<file path="src/rtl/placer_load_sequencer.sv">
// ---------------------------------------------------------------------------
// placer_load_sequencer
//
// On-chip sequencer for the systolic placer's load/run/unload bus. It reads
// the bitstream out of a word memory and streams it into the placer as
// NUM_OF_PACKETS packets of PACKET_LENGTH words. Each packet is preceded by a
// PACKET_DELAY idle gap. After a FIXED_DELAY settle period it fires a
// one-cycle run trigger. It then captures every unload word the placer
// presents while 'complete' is high.
//
// Ports:
//   clk, rst            clock; asynchronous active-low reset
//   start, abort        begin a sequence (IDLE only) / return to IDLE
//   busy, done          sequence in progress / one-cycle end-of-unload pulse
//   mem_rd_en, mem_addr, mem_rd_data
//                       bitstream memory read port (1-cycle read latency)
//   load_enable_out, load_out
//                       placer load bus (enable marks word 0 and the trigger)
//   complete_in, unload_in
//                       placer completion flag and unload data
//   unload_valid, unload_data, unload_count
//                       captured unload words and a saturating word count
// ---------------------------------------------------------------------------
module placer_load_sequencer #(
    parameter int BUS_WIDTH      = 32,
    parameter int N              = 16,
    parameter int HEADER_LENGTH  = 1,
    parameter int PACKET_LENGTH  = 8 + N,
    parameter int NUM_OF_PACKETS = N + 2,
    parameter int PACKET_DELAY   = 20,
    parameter int FIXED_DELAY    = 10,
    parameter int ADDR_WIDTH     = $clog2(HEADER_LENGTH + PACKET_LENGTH * NUM_OF_PACKETS + 1)
) (
    input  logic                  clk,
    input  logic                  rst,
    input  logic                  start,
    input  logic                  abort,
    output logic                  busy,
    output logic                  done,
    output logic                  mem_rd_en,
    output logic [ADDR_WIDTH-1:0] mem_addr,
    input  logic [BUS_WIDTH-1:0]  mem_rd_data,
    output logic                  load_enable_out,
    output logic [BUS_WIDTH-1:0]  load_out,
    input  logic                  complete_in,
    input  logic [BUS_WIDTH-1:0]  unload_in,
    output logic                  unload_valid,
    output logic [BUS_WIDTH-1:0]  unload_data,
    output logic [15:0]           unload_count
);

    localparam int MAX_DELAY = (PACKET_DELAY > FIXED_DELAY) ? PACKET_DELAY : FIXED_DELAY;
    localparam int DLY_W     = $clog2(MAX_DELAY + 1);
    localparam int WORD_W    = $clog2(PACKET_LENGTH + 1);
    localparam int PKT_W     = $clog2(NUM_OF_PACKETS + 1);

    localparam logic [DLY_W-1:0]      GAP_LAST    = DLY_W'(PACKET_DELAY - 1);
    localparam logic [DLY_W-1:0]      SETTLE_LAST = DLY_W'(FIXED_DELAY - 1);
    localparam logic [WORD_W-1:0]     WORD_LAST   = WORD_W'(PACKET_LENGTH - 1);
    localparam logic [PKT_W-1:0]      PKT_LAST    = PKT_W'(NUM_OF_PACKETS - 1);
    localparam logic [ADDR_WIDTH-1:0] ADDR_START  = ADDR_WIDTH'(HEADER_LENGTH);

    typedef enum logic [2:0] {
        ST_IDLE,
        ST_GAP,
        ST_STREAM,
        ST_SETTLE,
        ST_TRIGGER,
        ST_WAIT_RUN,
        ST_UNLOAD
    } state_t;

    state_t                  state_q, state_d;
    logic [DLY_W-1:0]        delay_cnt_q, delay_cnt_d;
    logic [WORD_W-1:0]       word_cnt_q, word_cnt_d;
    logic [PKT_W-1:0]        pkt_cnt_q, pkt_cnt_d;
    logic [ADDR_WIDTH-1:0]   mem_addr_q, mem_addr_d;

    // Load pipeline: stage 1 marks "memory answers this cycle", stage 2 is
    // the registered placer bus.
    logic                    rd_valid_q, rd_valid_d;
    logic                    rd_first_q, rd_first_d;
    logic                    trig_q, trig_d;
    logic                    load_en_q, load_en_d;
    logic [BUS_WIDTH-1:0]    load_out_q, load_out_d;

    logic                    unload_valid_q, unload_valid_d;
    logic [BUS_WIDTH-1:0]    unload_data_q, unload_data_d;
    logic [15:0]             unload_count_q, unload_count_d;
    logic                    done_q, done_d;

    logic                    rd_en;
    logic                    first_word;
    logic                    trigger;
    logic                    capture;

    // Next-state logic. The FSM decides when to read, when to trigger and
    // when to capture. An abort then overrides everything so the following
    // cycle is a clean IDLE with the in-flight load words discarded.
    always_comb begin
        state_d        = state_q;
        delay_cnt_d    = delay_cnt_q;
        word_cnt_d     = word_cnt_q;
        pkt_cnt_d      = pkt_cnt_q;
        mem_addr_d     = mem_addr_q;
        rd_en          = 1'b0;
        first_word     = 1'b0;
        trigger        = 1'b0;
        capture        = 1'b0;
        done_d         = 1'b0;

        case (state_q)
            ST_IDLE: begin
                if (start) begin
                    mem_addr_d  = ADDR_START;
                    pkt_cnt_d   = '0;
                    delay_cnt_d = '0;
                    state_d     = ST_GAP;
                end
            end
            ST_GAP: begin
                // The packet's first read is issued in the final gap cycle.
                if (delay_cnt_q == GAP_LAST) begin
                    rd_en       = 1'b1;
                    first_word  = 1'b1;
                    delay_cnt_d = '0;
                    word_cnt_d  = WORD_W'(1);
                    state_d     = ST_STREAM;
                end else begin
                    delay_cnt_d = delay_cnt_q + 1'b1;
                end
            end
            ST_STREAM: begin
                rd_en = 1'b1;
                if (word_cnt_q == WORD_LAST) begin
                    pkt_cnt_d   = pkt_cnt_q + 1'b1;
                    delay_cnt_d = '0;
                    state_d     = (pkt_cnt_q == PKT_LAST) ? ST_SETTLE : ST_GAP;
                end else begin
                    word_cnt_d = word_cnt_q + 1'b1;
                end
            end
            ST_SETTLE: begin
                if (delay_cnt_q == SETTLE_LAST) begin
                    delay_cnt_d = '0;
                    state_d     = ST_TRIGGER;
                end else begin
                    delay_cnt_d = delay_cnt_q + 1'b1;
                end
            end
            ST_TRIGGER: begin
                trigger = 1'b1;
                state_d = ST_WAIT_RUN;
            end
            ST_WAIT_RUN: begin
                if (complete_in) begin
                    capture = 1'b1;
                    state_d = ST_UNLOAD;
                end
            end
            ST_UNLOAD: begin
                if (complete_in) begin
                    capture = 1'b1;
                end else begin
                    done_d  = 1'b1;
                    state_d = ST_IDLE;
                end
            end
            default: state_d = ST_IDLE;
        endcase

        if (abort) begin
            state_d = ST_IDLE;
            rd_en   = 1'b0;
            trigger = 1'b0;
            capture = 1'b0;
            done_d  = 1'b0;
        end

        if (rd_en) begin
            mem_addr_d = mem_addr_q + 1'b1;
        end
    end

    // Load and unload datapath. Word 0 of each packet and the trigger share
    // the same pipeline. So the trigger lands on the bus two cycles after the
    // TRIGGER state, just as a word lands two cycles after its read.
    always_comb begin
        rd_valid_d     = rd_en;
        rd_first_d     = first_word;
        trig_d         = trigger;
        load_out_d     = rd_valid_q ? mem_rd_data : '0;
        load_en_d      = (rd_valid_q & rd_first_q) | trig_q;
        unload_valid_d = capture;
        unload_data_d  = unload_data_q;
        unload_count_d = unload_count_q;

        if (state_q == ST_IDLE && start && !abort) begin
            unload_count_d = '0;
        end

        if (capture) begin
            unload_data_d = unload_in;
            if (unload_count_q != 16'hFFFF) begin
                unload_count_d = unload_count_q + 16'd1;
            end
        end

        if (abort) begin
            load_out_d = '0;
            load_en_d  = 1'b0;
        end
    end

    // State and datapath registers, all cleared by the asynchronous reset.
    always_ff @(posedge clk or negedge rst) begin
        if (!rst) begin
            state_q        <= ST_IDLE;
            delay_cnt_q    <= '0;
            word_cnt_q     <= '0;
            pkt_cnt_q      <= '0;
            mem_addr_q     <= ADDR_START;
            rd_valid_q     <= 1'b0;
            rd_first_q     <= 1'b0;
            trig_q         <= 1'b0;
            load_en_q      <= 1'b0;
            load_out_q     <= '0;
            unload_valid_q <= 1'b0;
            unload_data_q  <= '0;
            unload_count_q <= '0;
            done_q         <= 1'b0;
        end else begin
            state_q        <= state_d;
            delay_cnt_q    <= delay_cnt_d;
            word_cnt_q     <= word_cnt_d;
            pkt_cnt_q      <= pkt_cnt_d;
            mem_addr_q     <= mem_addr_d;
            rd_valid_q     <= rd_valid_d;
            rd_first_q     <= rd_first_d;
            trig_q         <= trig_d;
            load_en_q      <= load_en_d;
            load_out_q     <= load_out_d;
            unload_valid_q <= unload_valid_d;
            unload_data_q  <= unload_data_d;
            unload_count_q <= unload_count_d;
            done_q         <= done_d;
        end
    end

    assign busy            = (state_q != ST_IDLE);
    assign done            = done_q;
    assign mem_rd_en       = rd_en;
    assign mem_addr        = mem_addr_q;
    assign load_enable_out = load_en_q;
    assign load_out        = load_out_q;
    assign unload_valid    = unload_valid_q;
    assign unload_data     = unload_data_q;
    assign unload_count    = unload_count_q;

endmodule

</file>
<file path="config.mk">
export PLATFORM = sky130hd
export DESIGN_NAME = placer_load_sequencer
export DESIGN_NICKNAME = d
export VERILOG_FILES = /design/src/rtl/placer_load_sequencer.sv
export SDC_FILE = /design/constraint.sdc
export NUM_CORES = 1
export LEC_CHECK = 0
export BUFFER_PORTS_ARGS = -buffer_cell sky130_fd_sc_hd__buf_4
export CAP_MARGIN = 40
export CORE_MARGIN = 4
export CORE_UTILIZATION = 40
export CTS_BUF_LIST = sky130_fd_sc_hd__clkbuf_2 sky130_fd_sc_hd__clkbuf_4 sky130_fd_sc_hd__clkbuf_8
export CTS_CLUSTER_DIAMETER = 200
export CTS_CLUSTER_SIZE = 14
export DETAILED_ROUTE_END_ITERATION = 10
export HOLD_SLACK_MARGIN = 0.1
export PLACE_DENSITY = 0.66
export REMOVE_ABC_BUFFERS = 1
export SYNTH_ARGS = -nofsm -noshare
export SYNTH_HDL_FRONTEND = slang
export SYNTH_SLANG_ARGS = --single-unit
</file>
<file path="constraint.sdc">
create_clock -name clk -period 3.75 [get_ports clk]
set_input_delay 0.5625 -clock clk [delete_from_list [all_inputs] [get_ports clk]]
set_output_delay 0.5625 -clock clk [all_outputs]
set_load 0.005 [all_outputs]
</file>
==> metrics <==
DPL Wire Length 8.60 mm; Power Dens Cells 419 mW/mm²; number of antenna violations at the first check in global routing 0; Routed WL per cell 14.6 µm; final worst clock skew 4.56 ps; final number of hold-violating endpoints 0; setup slack after placement 1250 ps; CP Data Required Time 3190 ps; cell types occupying the most area after synthesis sky130_fd_sc_hd__dfrtp_1, sky130_fd_sc_hd__nand2_1, sky130_fd_sc_hd__and2_1; global-route wire length before repair 19.4 mm; Post-Synthesis Cells 478; number of gates resized after CTS 0; Die Ht 119 µm; number of buffer cells added on primary ports 162; # nets final 719; worst supply voltage drop on vdd 283 µV; drt first pass iters 6; number of flops mapped to enable cells by yosys 0; largest buffer count on any clock path 2; Inserted Clock Buffers 17; async set-reset flop share out of synthesis 100%; ANT cells 0; mux cell area share after synthesis 3.76%; top-level I/O count 163; core area 0.0120 mm²; mean number of vias per cell 5.04; Unique masters post-synth 55; complex-gate fraction of the synthesized area 7.77%; kind of path behind the tightest hold check input pin to asynchronous set/reset pin; average cell area after synthesis 10.3 µm²; clock period minus worst slack 2890 ps; Post-Route Setup TNS 0 ps; Warnings, synthesis 0; fraction of layout cells with a size suffix above 1 32.4%; number of placement rows 40; Pleak 3.46 nW; final setup vio count 0; total wirelength of the detailed-routed design 11.7 mm; Fmax achieved 346 MHz; effective utilization at floorplan 41.0%; number of buffers inserted by post-CTS setup repair 0; Slew headroom 46.8%; maximum net fanout on the critical path 18; Layout Area Growth over Synthesis 35.1%; pin count of the biggest net entering global routing 53; launch point of the worst path state_q[2]; Final WS setup 858 ps; total of flip-flops plus latches after synthesis 113; Adder-Cell Fraction of Synth Area 1.78%; total count of max-transition violations in the final report 0; main flop type after synthesis sky130_fd_sc_hd__dfrtp_1; number of global-route vias before repair 3,984; main combinational cell family by area after synthesis simple AND/OR/NAND/NOR gates; Post-DRT Antenna Nets 0; overall die area 0.0142 mm²; number of H-tree levels 4; global-route usage over all layers 17.1%; capturing element type of the critical path output port; maxcap violations 0; setup repair after global routing missed its margin no; first-iteration detailed-routing DRC count 270; actual transition at the worst max-transition pin 796 ps; run status finished clean; data arrival time of the worst path 2330 ps; clock root buffer sky130_fd_sc_hd__clkbuf_8; total global routing overflow 0; CTS clock-pin slew for the worst setup and hold paths 60 ps; XOR/XNOR share of the synthesized area 0.864%; post-synth top area share 56.9%; CTS tree done; total number of clock tree sinks 113; top cell type by total area after synthesis sky130_fd_sc_hd__dfrtp_1; beginning of the worst register-to-register path state_q[2]; die extent in x 119 µm; share of the yosys chip area belonging to registers 57.4%; crit share post-route 77.1%; Setup crit start kind register; clk_lat worst skew 420 ps; cell area after synthesis 0.00492 mm²; detailed-route via count 4,042; GPL Wtd Cong 0.847; DRC viols 0; critical path start-end classification register to output port; area fraction in and, or, nand and nor cells after synthesis 24.8%; number of hold buffers added after cts 0
-- layer usage --
| layer | GRT usage (%) | share of wire, % | routed length [µm] | vias up |
|---|---|---|---|---|
| li1 | - | - | - | 1976 |
| met1 | 20.9 | 42 | 4970 | 1938 |
| met2 | 27.4 | 49 | 5760 | 114 |
| met3 | 6.46 | 7.0 | 826 | 14 |
| met4 | 7.02 | 1.5 | 179 | 0 |
| met5 | 0 | 0 | 0 | - |
-- layout by cell type (no fill, tap or decap), types with 5 or more instances in the layout --
cell	n
sky130_fd_sc_hd__buf_4	167
sky130_fd_sc_hd__nand2_1	119
sky130_fd_sc_hd__dfrtp_1	112
sky130_fd_sc_hd__and2_1	32
sky130_fd_sc_hd__clkbuf_8	22
sky130_fd_sc_hd__a21oi_1	19
sky130_fd_sc_hd__nand3_1	16
sky130_fd_sc_hd__inv_1	15
sky130_fd_sc_hd__nor2_1	15
sky130_fd_sc_hd__mux2i_1	14
sky130_fd_sc_hd__nor3_1	12
sky130_fd_sc_hd__nand4_1	10
sky130_fd_sc_hd__or4_1	8
sky130_fd_sc_hd__ha_1	7
sky130_fd_sc_hd__and3_1	5
sky130_fd_sc_hd__nor4_1	5
sky130_fd_sc_hd__o21ai_0	5
sky130_fd_sc_hd__a31oi_1	5
sky130_fd_sc_hd__o31ai_1	5
-- worst max-delay path: stages, from the launching register on --
cell	delay (ps)
sky130_fd_sc_hd__dfrtp_1	600
sky130_fd_sc_hd__or4b_4	620
sky130_fd_sc_hd__o32ai_4	450
sky130_fd_sc_hd__buf_4	230
-- layout make-up --
cell class,instances,area [µm²]
Timing Repair Buffer,167,1250
Inverter,15,56.3
Multi-Input combinational cell,329,1920
Clock inverter,5,75.1
Sequential cell,113,2830
Fill cell,1051,5360
Tap cell,147,184
Clock buffer,26,333
-- cells in the mapped netlist (7+ instances only) --
cell and number:
sky130_fd_sc_hd__nand3_1 16, sky130_fd_sc_hd__nor2_1 15, sky130_fd_sc_hd__clkbuf_1 7, sky130_fd_sc_hd__buf_2 8
sky130_fd_sc_hd__inv_1 15, sky130_fd_sc_hd__nor3_1 12, sky130_fd_sc_hd__ha_1 7, sky130_fd_sc_hd__nand4_1 10
sky130_fd_sc_hd__mux2i_1 14, sky130_fd_sc_hd__a21oi_1 19, sky130_fd_sc_hd__or4_1 8, sky130_fd_sc_hd__nand2_1 119
sky130_fd_sc_hd__dfrtp_1 112, sky130_fd_sc_hd__and2_1 32
-- flip-flops by register name, summed over array words and instances, names as in the netlist --
signal / count
delay_cnt_q: 5
unload_count: 16
trig_q: 1
load_out: 32
word_cnt_q: 5
rd_first_q: 1
unload_data: 32
pkt_cnt_q: 5
done: 1
mem_addr: 9
rd_valid_q: 1
state_q: 3
unload_valid: 1
load_enable_out: 1
-- worst paths after layout --
check                                        to  slack, ps  cells past startpoint
min in group clk                 unload_data[4]        320                      3
worst max-delay path                  mem_rd_en        860                      3
max in group asynchronous           mem_addr[0]       2660                      2
worst max register to register  unload_count[3]       1240                      5
worst min register to register  unload_data[27]        480                      2
worst min-delay path                 state_q[2]        170                      1
-- power by group --
part           internal (mW)  total, mW  switching (mW)
Clock                  0.702       1.16           0.455
Combinational          0.147      0.289           0.142
Sequential              1.28       1.34          0.0659
Total                   2.12       2.79           0.663
-- per-stage QoR --
| stage | util (%) | cells | total power [mW] | instance area [µm²] | hold slack, ps |
|---|---|---|---|---|---|
| detailed placement | 52.0 | 771 | 1.66 | 6240 | 463 |
| finish | 55.4 | 802 | 2.79 | 6650 | 172 |
| global route | 55.4 | 802 | 2.93 | 6650 | 210 |
| floorplan | - | 457 | 1.50 | 4810 | 267 |
| global placement | 52.0 | 771 | 1.65 | 6240 | 458 |
| CTS | 55.4 | 802 | 2.83 | 6650 | 164 |
-- kinds of logic after synthesis --
family | count (synthesis)
simple gates | 244
buf+inv | 36
mux | 18
flops | 113
xor+xnor | 4
compound gates | 56
fa+ha+maj | 7
(Power assumes the default switching activity.)
